**src/rtl/ram_arbiter.sv**
```systemverilog
// ram_arbiter
// Shares one single-port RAM between two requesters.
//   Requester 0 (CPU fetch/load/store) and requester 1 (loader / debug) each
//   present req/we/lock/addr/wdata and get a combinational gnt back.
//   Read data comes back with a per-port rvalid one cycle after the grant.
//   ram_w_en / ram_addr / ram_w_data drive the RAM.
//   ram_r_data is the RAM's registered read data.
// Arbitration is round-robin on ties. A granted access with lock set makes
// that port the exclusive owner until it presents lock=0.
//
// Handshake: a requester holds req/we/addr/wdata stable until it sees gnt
// high. An access is performed at the clock edge where req and gnt are both
// high. rvalid pulses for exactly one cycle per granted read; writes return
// nothing.
module ram_arbiter #(
    parameter int ADDR_W = 8,
    parameter int DATA_W = 16
) (
    input  logic              clk,
    input  logic              rst_n,
    // requester 0
    input  logic              req0,
    input  logic              we0,
    input  logic              lock0,
    input  logic [ADDR_W-1:0] addr0,
    input  logic [DATA_W-1:0] wdata0,
    output logic              gnt0,
    output logic              rvalid0,
    output logic [DATA_W-1:0] rdata0,
    // requester 1
    input  logic              req1,
    input  logic              we1,
    input  logic              lock1,
    input  logic [ADDR_W-1:0] addr1,
    input  logic [DATA_W-1:0] wdata1,
    output logic              gnt1,
    output logic              rvalid1,
    output logic [DATA_W-1:0] rdata1,
    // RAM side
    output logic              ram_w_en,
    output logic [ADDR_W-1:0] ram_addr,
    output logic [DATA_W-1:0] ram_w_data,
    input  logic [DATA_W-1:0] ram_r_data
);

    typedef enum logic [1:0] {
        IDLE = 2'd0,
        OWN0 = 2'd1,
        OWN1 = 2'd2
    } state_t;

    state_t state_q, state_d;
    logic   last_gnt_q, last_gnt_d;   // 1: port 1 was granted most recently
    logic   rvalid0_q, rvalid0_d;
    logic   rvalid1_q, rvalid1_d;

    // Grant decision
    always_comb begin
        gnt0 = 1'b0;
        gnt1 = 1'b0;
        if (rst_n) begin
            unique case (state_q)
                IDLE: begin
                    if (req0 && req1) begin
                        // tie goes to the port that did not win last time
                        gnt0 = last_gnt_q;
                        gnt1 = ~last_gnt_q;
                    end else begin
                        gnt0 = req0;
                        gnt1 = req1;
                    end
                end
                OWN0:    gnt0 = req0;
                OWN1:    gnt1 = req1;
                default: ;
            endcase
        end
    end

    // Next state, round-robin pointer and read-valid pipeline
    always_comb begin
        state_d    = state_q;
        last_gnt_d = last_gnt_q;
        rvalid0_d  = gnt0 & ~we0;
        rvalid1_d  = gnt1 & ~we1;

        if (gnt0) last_gnt_d = 1'b0;
        if (gnt1) last_gnt_d = 1'b1;

        unique case (state_q)
            IDLE: begin
                if (gnt0 && lock0)      state_d = OWN0;
                else if (gnt1 && lock1) state_d = OWN1;
            end
            // owner releases on lock=0 whether or not it accesses this cycle
            OWN0:    if (!lock0) state_d = IDLE;
            OWN1:    if (!lock1) state_d = IDLE;
            default: state_d = IDLE;
        endcase
    end

    always_ff @(posedge clk) begin
        if (!rst_n) begin
            state_q    <= IDLE;
            last_gnt_q <= 1'b1;
            rvalid0_q  <= 1'b0;
            rvalid1_q  <= 1'b0;
        end else begin
            state_q    <= state_d;
            last_gnt_q <= last_gnt_d;
            rvalid0_q  <= rvalid0_d;
            rvalid1_q  <= rvalid1_d;
        end
    end

    // RAM drive: port 1 only when granted, otherwise port 0's bus is passed
    // through so the idle address is stable.
    always_comb begin
        ram_addr   = addr0;
        ram_w_data = wdata0;
        ram_w_en   = gnt0 & we0;
        if (gnt1) begin
            ram_addr   = addr1;
            ram_w_data = wdata1;
            ram_w_en   = we1;
        end
    end

    assign rvalid0 = rvalid0_q;
    assign rvalid1 = rvalid1_q;
    // read data is shared; it is meaningful only alongside rvalid
    assign rdata0  = ram_r_data;
    assign rdata1  = ram_r_data;

endmodule
```
**config.mk**
```make
export PLATFORM = sky130hd
export DESIGN_NAME = ram_arbiter
export DESIGN_NICKNAME = d
export VERILOG_FILES = /design/src/rtl/ram_arbiter.sv
export SDC_FILE = /design/constraint.sdc
export NUM_CORES = 1
export LEC_CHECK = 0
export CAP_MARGIN = 20
export CORE_MARGIN = 5
export CORE_UTILIZATION = 24
export CTS_CLUSTER_SIZE = 40
export DETAILED_ROUTE_END_ITERATION = 10
export PLACE_DENSITY = 0.95
export SLEW_MARGIN = 10
export SYNTH_ARGS = -nofsm -noshare
export SYNTH_HDL_FRONTEND = slang
export SYNTH_SLANG_ARGS = --single-unit
```
**constraint.sdc**
```tcl
create_clock -name clk -period 3.6 [get_ports clk]
set_input_delay 0.36 -clock clk [delete_from_list [all_inputs] [get_ports clk]]
set_output_delay 0.36 -clock clk [all_outputs]
set_load 0.01 [all_outputs]
```
==> results of run 1 <==
[registers in the layout, indices dropped and copies added, names as in the netlist]
name	flops
last_gnt_q	1
rvalid1	1
state_q	2
rvalid0	1
[power breakdown]
part / switching, mW / total (mW) / internal (mW)
combinational: 0.0496 / 0.178 / 0.129
sequential: 0.00212 / 0.0606 / 0.0585
clock: 0.0242 / 0.0662 / 0.0420
total: 0.0760 / 0.305 / 0.229
[metal layers]
| metal | vias to the layer above | share of wire |
|---|---|---|
| met5 | - | 0 |
| met4 | 0 | 0.0082 |
| met3 | 6 | 0.13 |
| met2 | 52 | 0.58 |
| met1 | 342 | 0.29 |
| li1 | 354 | - |
[worst min path at each step]
| stage | from | to | slack, ns | cells after the start |
|---|---|---|---|---|
| after global placement | state_q[0] | state_q[1] | 0.46 | 1 |
| after floorplan | state_q[0] | state_q[1] | 0.43 | 1 |
| after detailed placement | state_q[0] | state_q[1] | 0.46 | 1 |
| after global routing | state_q[0] | state_q[1] | 0.52 | 1 |
| after CTS | state_q[0] | state_q[1] | 0.49 | 1 |
| final | state_q[0] | state_q[1] | 0.48 | 1 |
[synth_stat cells (all sizes together)]
cell type  number
and3            1
o21a            1
a21o            1
nand3b          1
nor2b           2
nand2           3
nor2            2
buf            35
o211ai          1
nor3            1
or3b            1
a22o            1
a21oi           1
dfxtp           5
inv             2
mux2           24
[worst register-to-register path, delay by kind of cell, from the launching register on]
| kind | cells | cell delay, ns |
|---|---|---|
| compound gates | 1 | 0.17 |
| flops | 1 | 0.33 |
| simple gates | 2 | 0.65 |
[logic make-up after synthesis]
group,share of synthesized area
AND/OR/NAND/NOR,0.0739
buffers and inverters,0.354
multiplexers,0.407
flip-flops,0.121
AO/OA/AOI/OAI,0.0437
[through the flow]
step | hold slack, ns | util
global placement | 0.456 | 0.436
floorplan | 0.429 | -
finish | 0.482 | 0.444
detailed placement | 0.463 | 0.436
global route | 0.522 | 0.444
CTS | 0.485 | 0.444
[area by class of cell]
class                           count  area share
Tap cell                           46      0.0388
Clock buffer                        4      0.0177
Multi-Input combinational cell     40       0.294
Timing Repair Buffer               86       0.577
Inverter                            2     0.00506
Sequential cell                     5      0.0675
==> impl_metrics.csv, run 1 <==
group,metric,value,unit
finish,final_nets,210,
route,drt-initial-drc-count,10,
route,wl_per_cell,13.3,µm
route,vias,754,
clock_network,cts_setup_buffers,0,
status,status,"finished, final reports clean",
finish,layout-drive-gt1-share,0.219,
grt,gr-usage-met3,0.0583,
power_and_ir_drop,peakVddDrop,0.214,mV
worst_setup_path,slowest_delay,0.49,ns
sta,tns,0,ns
grt,gr-total-overflow,0,
clock_network,clockRootBuffer,"clkbuf_4",
worst_setup_path,setup.worst_path.start,"req0",
worst_setup_path,crit_cells,6,
synth,yosys-top-cells-area,"mux2_4, buf_4, dfxtp_1",
synth,synth_top_area_cell,"mux2_4",
worst_setup_path,worstSetupEndpointType,"primary output",
run,cap_viol_max_count,0,
floorplan,initial_core_util,0.249,
synth,synth-seq-area-share,0.121,
grt,grt_pass1_wl,3.33,mm
finish,final_cell_mix,"clkdlybuf4s50_1, mux2_4, mux2_2",
route,antenna_left,0,
sta,finalMaxSlewViolations,0,
power_and_ir_drop,finalPower,305,µW
route,vias_per_cell,4.12,
route,drt-total-wl,2.43,mm
power_and_ir_drop,cellLeakagePower,0.640,nW
grt,antenna_found_initial,0,
clock_network,clock-sinks,5,
floorplan,core.rowCount,21,
grt,grt_use_met2,0.191,
finish,syn2layout_area_growth,78.7,%
finish,diodes,0,
grt,track_usage,0.0929,
floorplan,core_area,3340,µm²
worst_setup_path,cpMostUsedCell,"clkdlybuf4s50_1",
min_path,min_path_type,"reg -> reg",
worst_setup_path,crit_chain,"clkdlybuf4s50_1, nor2b_2, a21o_1, buf_4, mux2_2, clkdlybuf4s50_1",
finish,multi_input_area,435,µm²
clock_network,worstSkewPairLatency,0.25,ns
sta,hold_viol,0,
finish,fin_area,1480,µm²
finish,layout_commonest_cell,"clkdlybuf4s50_1",
clock_network,cts_tree,"built",
synth,syn_avg_cell_area,10.1,µm²
clock_network,clk_pin_slew,0.04,ns
finish,fill_cells,333,
sta,rsz0062_at_grt,"no",
floorplan,ios,133,
synth,ys_ff_latch,5,
sta,period_minus_slack,2.61,ns
place,dp_slack,0.981,ns
worst_setup_path,start_kind,"input pin",
synth,syn_nets,154,
sta,setup_ws,0.987,ns
clock_network,ctsHtreeMaxLevel,1,
worst_setup_path,path_class,"in -> out",
floorplan,die_y,68.8,µm
sta,setup_viol,0,
finish,stdcell_count,183,
clock_network,ctsHoldBuffers,0,
place,dp.cells,179,
worst_setup_path,critPathMaxFanout,14,
clock_network,cts_resized,0,
worst_setup_path,worstPathRequired,3.24,ns
worst_setup_path,worst_r2r_path_depth,3,
worst_setup_path,cp.arrival,2.25,ns
place,dp_hpwl,2.11,mm
grt,grt_busiest_layer,"met2",
sta,skew,0.00357,ns
sta,timing.final.crit_share,0.726,
synth,yosysWarnings,0,
worst_setup_path,critPathBufInv,3,
worst_setup_path,crit_slowest_cell,"clkdlybuf4s50_1",
worst_setup_path,r2r_start,"last_gnt_q",
sta,slew_headroom,0.854,
synth,syn_area,830,µm²
finish,seqCellArea,100,µm²
worst_setup_path,reg2reg_to,"state_q[0]",
sta,fmax,0.383,GHz
clock_network,clock_path_buffers,2,
place,io_buffers,84,
synth,synth_cells,82,
place,place.gp.congestion,0.667,
synth,synthDistinctLibCells,21,
route,route.detailed.drc,0,
grt,grt_use_met1,0.0638,
worst_setup_path,ff2ff_setup_slack,2.34,ns
synth,synth_top_area_frac,0.326,
grt,grt_max_degree,15,
clock_network,numCtsBuffers,3,
grt,grt_pass1_vias,859,
floorplan,die_w,68.8,µm
power_and_ir_drop,p_per_area,206,nW/µm²
route,first_pass_iters,2,
place,place_area,1460,µm²
worst_setup_path,path_delay_family,"buffers and inverters",
worst_setup_path,cp-endpoint,"ram_w_data[1]",
floorplan,dieArea,4730,µm²
sta,tightest_slew,0.219,ns
(Power assumes the default switching activity.)
==> run 2: changes to the inputs <==
- CORE_UTILIZATION: 24 -> 20
- PLACE_DENSITY: 0.95 -> 0.85
- clock period: 3.6 -> 2.4 ns (I/O delays scaled with it)
==> impl_metrics.csv, run 2 (synthesis results as in run 1) <==
group,metric,value,unit
route,first_pass_iters,2,
sta,setup_viol,0,
finish,multi_input_area,437,µm²
worst_setup_path,cp-endpoint,"ram_addr[3]",
route,vias,746,
power_and_ir_drop,cellLeakagePower,0.672,nW
place,io_buffers,84,
status,status,"finished, final reports clean",
route,drt-total-wl,2.37,mm
sta,hold_viol,0,
sta,finalMaxSlewViolations,0,
sta,tns,0,ns
worst_setup_path,worst_r2r_path_depth,3,
sta,setup_ws,0.0655,ns
floorplan,ios,133,
grt,grt_pass1_vias,757,
finish,seqCellArea,100,µm²
grt,antenna_found_initial,0,
power_and_ir_drop,p_per_area,335,nW/µm²
finish,layout_commonest_cell,"clkdlybuf4s50_1",
grt,grt_max_degree,20,
finish,final_nets,212,
clock_network,clock_path_buffers,2,
worst_setup_path,setup.worst_path.start,"req0",
clock_network,ctsHoldBuffers,0,
finish,syn2layout_area_growth,87.2,%
finish,final_cell_mix,"clkdlybuf4s50_1, mux2_4, mux2_2",
route,wl_per_cell,12.5,µm
floorplan,core_area,4000,µm²
worst_setup_path,reg2reg_to,"state_q[0]",
sta,rsz0062_at_grt,"no",
finish,top_register,"state_q",
route,drt-initial-drc-count,6,
clock_network,ctsHtreeMaxLevel,1,
worst_setup_path,slowest_delay,0.49,ns
worst_setup_path,cp.arrival,2.09,ns
clock_network,worstSkewPairLatency,0.22,ns
worst_setup_path,worstPathRequired,2.16,ns
worst_setup_path,crit_chain,"clkdlybuf4s50_1, nor2b_2, a21o_2, buf_4, mux2_4, clkdlybuf4s50_1",
worst_setup_path,cpMostUsedCell,"clkdlybuf4s50_1",
clock_network,numCtsBuffers,3,
sta,timing.final.crit_share,0.973,
finish,layout-drive-gt1-share,0.237,
floorplan,initial_core_util,0.207,
floorplan,die_w,74.4,µm
power_and_ir_drop,peakVddDrop,0.302,mV
place,place.gp.congestion,0.731,
clock_network,clockRootBuffer,"clkbuf_8",
place,dp_hpwl,2.03,mm
worst_setup_path,path_class,"in -> out",
floorplan,core.rowCount,23,
place,dp_slack,0.0548,ns
clock_network,clk_pin_slew,0.03,ns
finish,diodes,0,
route,route.detailed.drc,0,
worst_setup_path,crit_slowest_cell,"clkdlybuf4s50_1",
grt,grt_pass1_wl,3.24,mm
floorplan,die_y,74.4,µm
sta,fmax,0.428,GHz
clock_network,cts_tree,"built",
worst_setup_path,start_kind,"input pin",
worst_setup_path,r2r_start,"last_gnt_q",
clock_network,clock-sinks,5,
finish,largest_reg_flops,2,
worst_setup_path,critPathMaxFanout,7,
finish,fill_cells,404,
floorplan,dieArea,5540,µm²
min_path,min_path_type,"reg -> reg",
clock_network,cts_setup_buffers,0,
route,vias_per_cell,3.95,
worst_setup_path,worstSetupEndpointType,"primary output",
grt,gr-total-overflow,0,
worst_setup_path,ff2ff_setup_slack,1.17,ns
route,antenna_left,0,
run,cap_viol_max_count,0,
sta,skew,0.00278,ns
grt,track_usage,0.0745,
sta,period_minus_slack,2.33,ns
sta,tightest_slew,0.153,ns
sta,slew_headroom,0.898,
## run 2: cell count changes in the layout (fill, tap and decap cells not counted), sizes merged
| cell | delta |
|---|---|
| buf | +1 |
| clkbuf | +1 |
## run 2: layout make-up
type                    count  area share
repair buffers             88       0.580
well taps                  50      0.0403
flip-flops and latches      5      0.0645
inverters                   2     0.00483
multi-input cells          40       0.281
clock buffers               4      0.0290
## run 2: power by group
group	switching, mW	internal (mW)	total, mW	leakage, nW
Combinational	0.0749	0.201	0.276	0.608
Clock	0.0402	0.114	0.154	0.0228
Sequential	0.00300	0.0879	0.0909	0.0410
## run 2: timing repair
| action | 4_1_cts | 5_1_grt |
|---|---|---|
| endpoints found under the setup margin | 0 | 1 |
| hold endpoints to repair | 0 | 0 |
| gates resized for setup | 0 | 1 |
## run 2: layer usage
metal,GRT usage,part of all wire
met1,0.0803,0.35
met2,0.123,0.50
met3,0.0446,0.15
met5,0,0
met4,0.0217,0.0021
## run 2: critical path, delay by kind of cell
| kind | cells | cell delay, ns |
|---|---|---|
| AO/OA/AOI/OAI | 1 | 0.22 |
| buffers and inverters | 3 | 1.16 |
| multiplexers | 1 | 0.30 |
| AND/OR/NAND/NOR | 1 | 0.17 |
## run 2: worst min-delay path by stage
stage	cells past startpoint	from	to
2_1_floorplan	1	we0	rvalid0
3_3_place_gp	1	state_q[0]	state_q[1]
3_5_place_dp	1	state_q[0]	state_q[1]
4_1_cts	1	state_q[0]	state_q[1]
5_1_grt	0	ram_r_data[7]	rdata0[7]
6_report	1	state_q[0]	state_q[1]
## run 2: metrics by stage
step,util,total power [mW],hold WS (ns),instance area (µm²),std cells
floorplan,-,0.252,0.312,830,82
global placement,0.370,0.362,0.461,1480,184
detailed placement,0.370,0.365,0.469,1480,184
CTS,0.382,0.525,0.474,1530,188
global route,0.388,0.549,0.480,1550,189
finish,0.388,0.521,0.466,1550,189
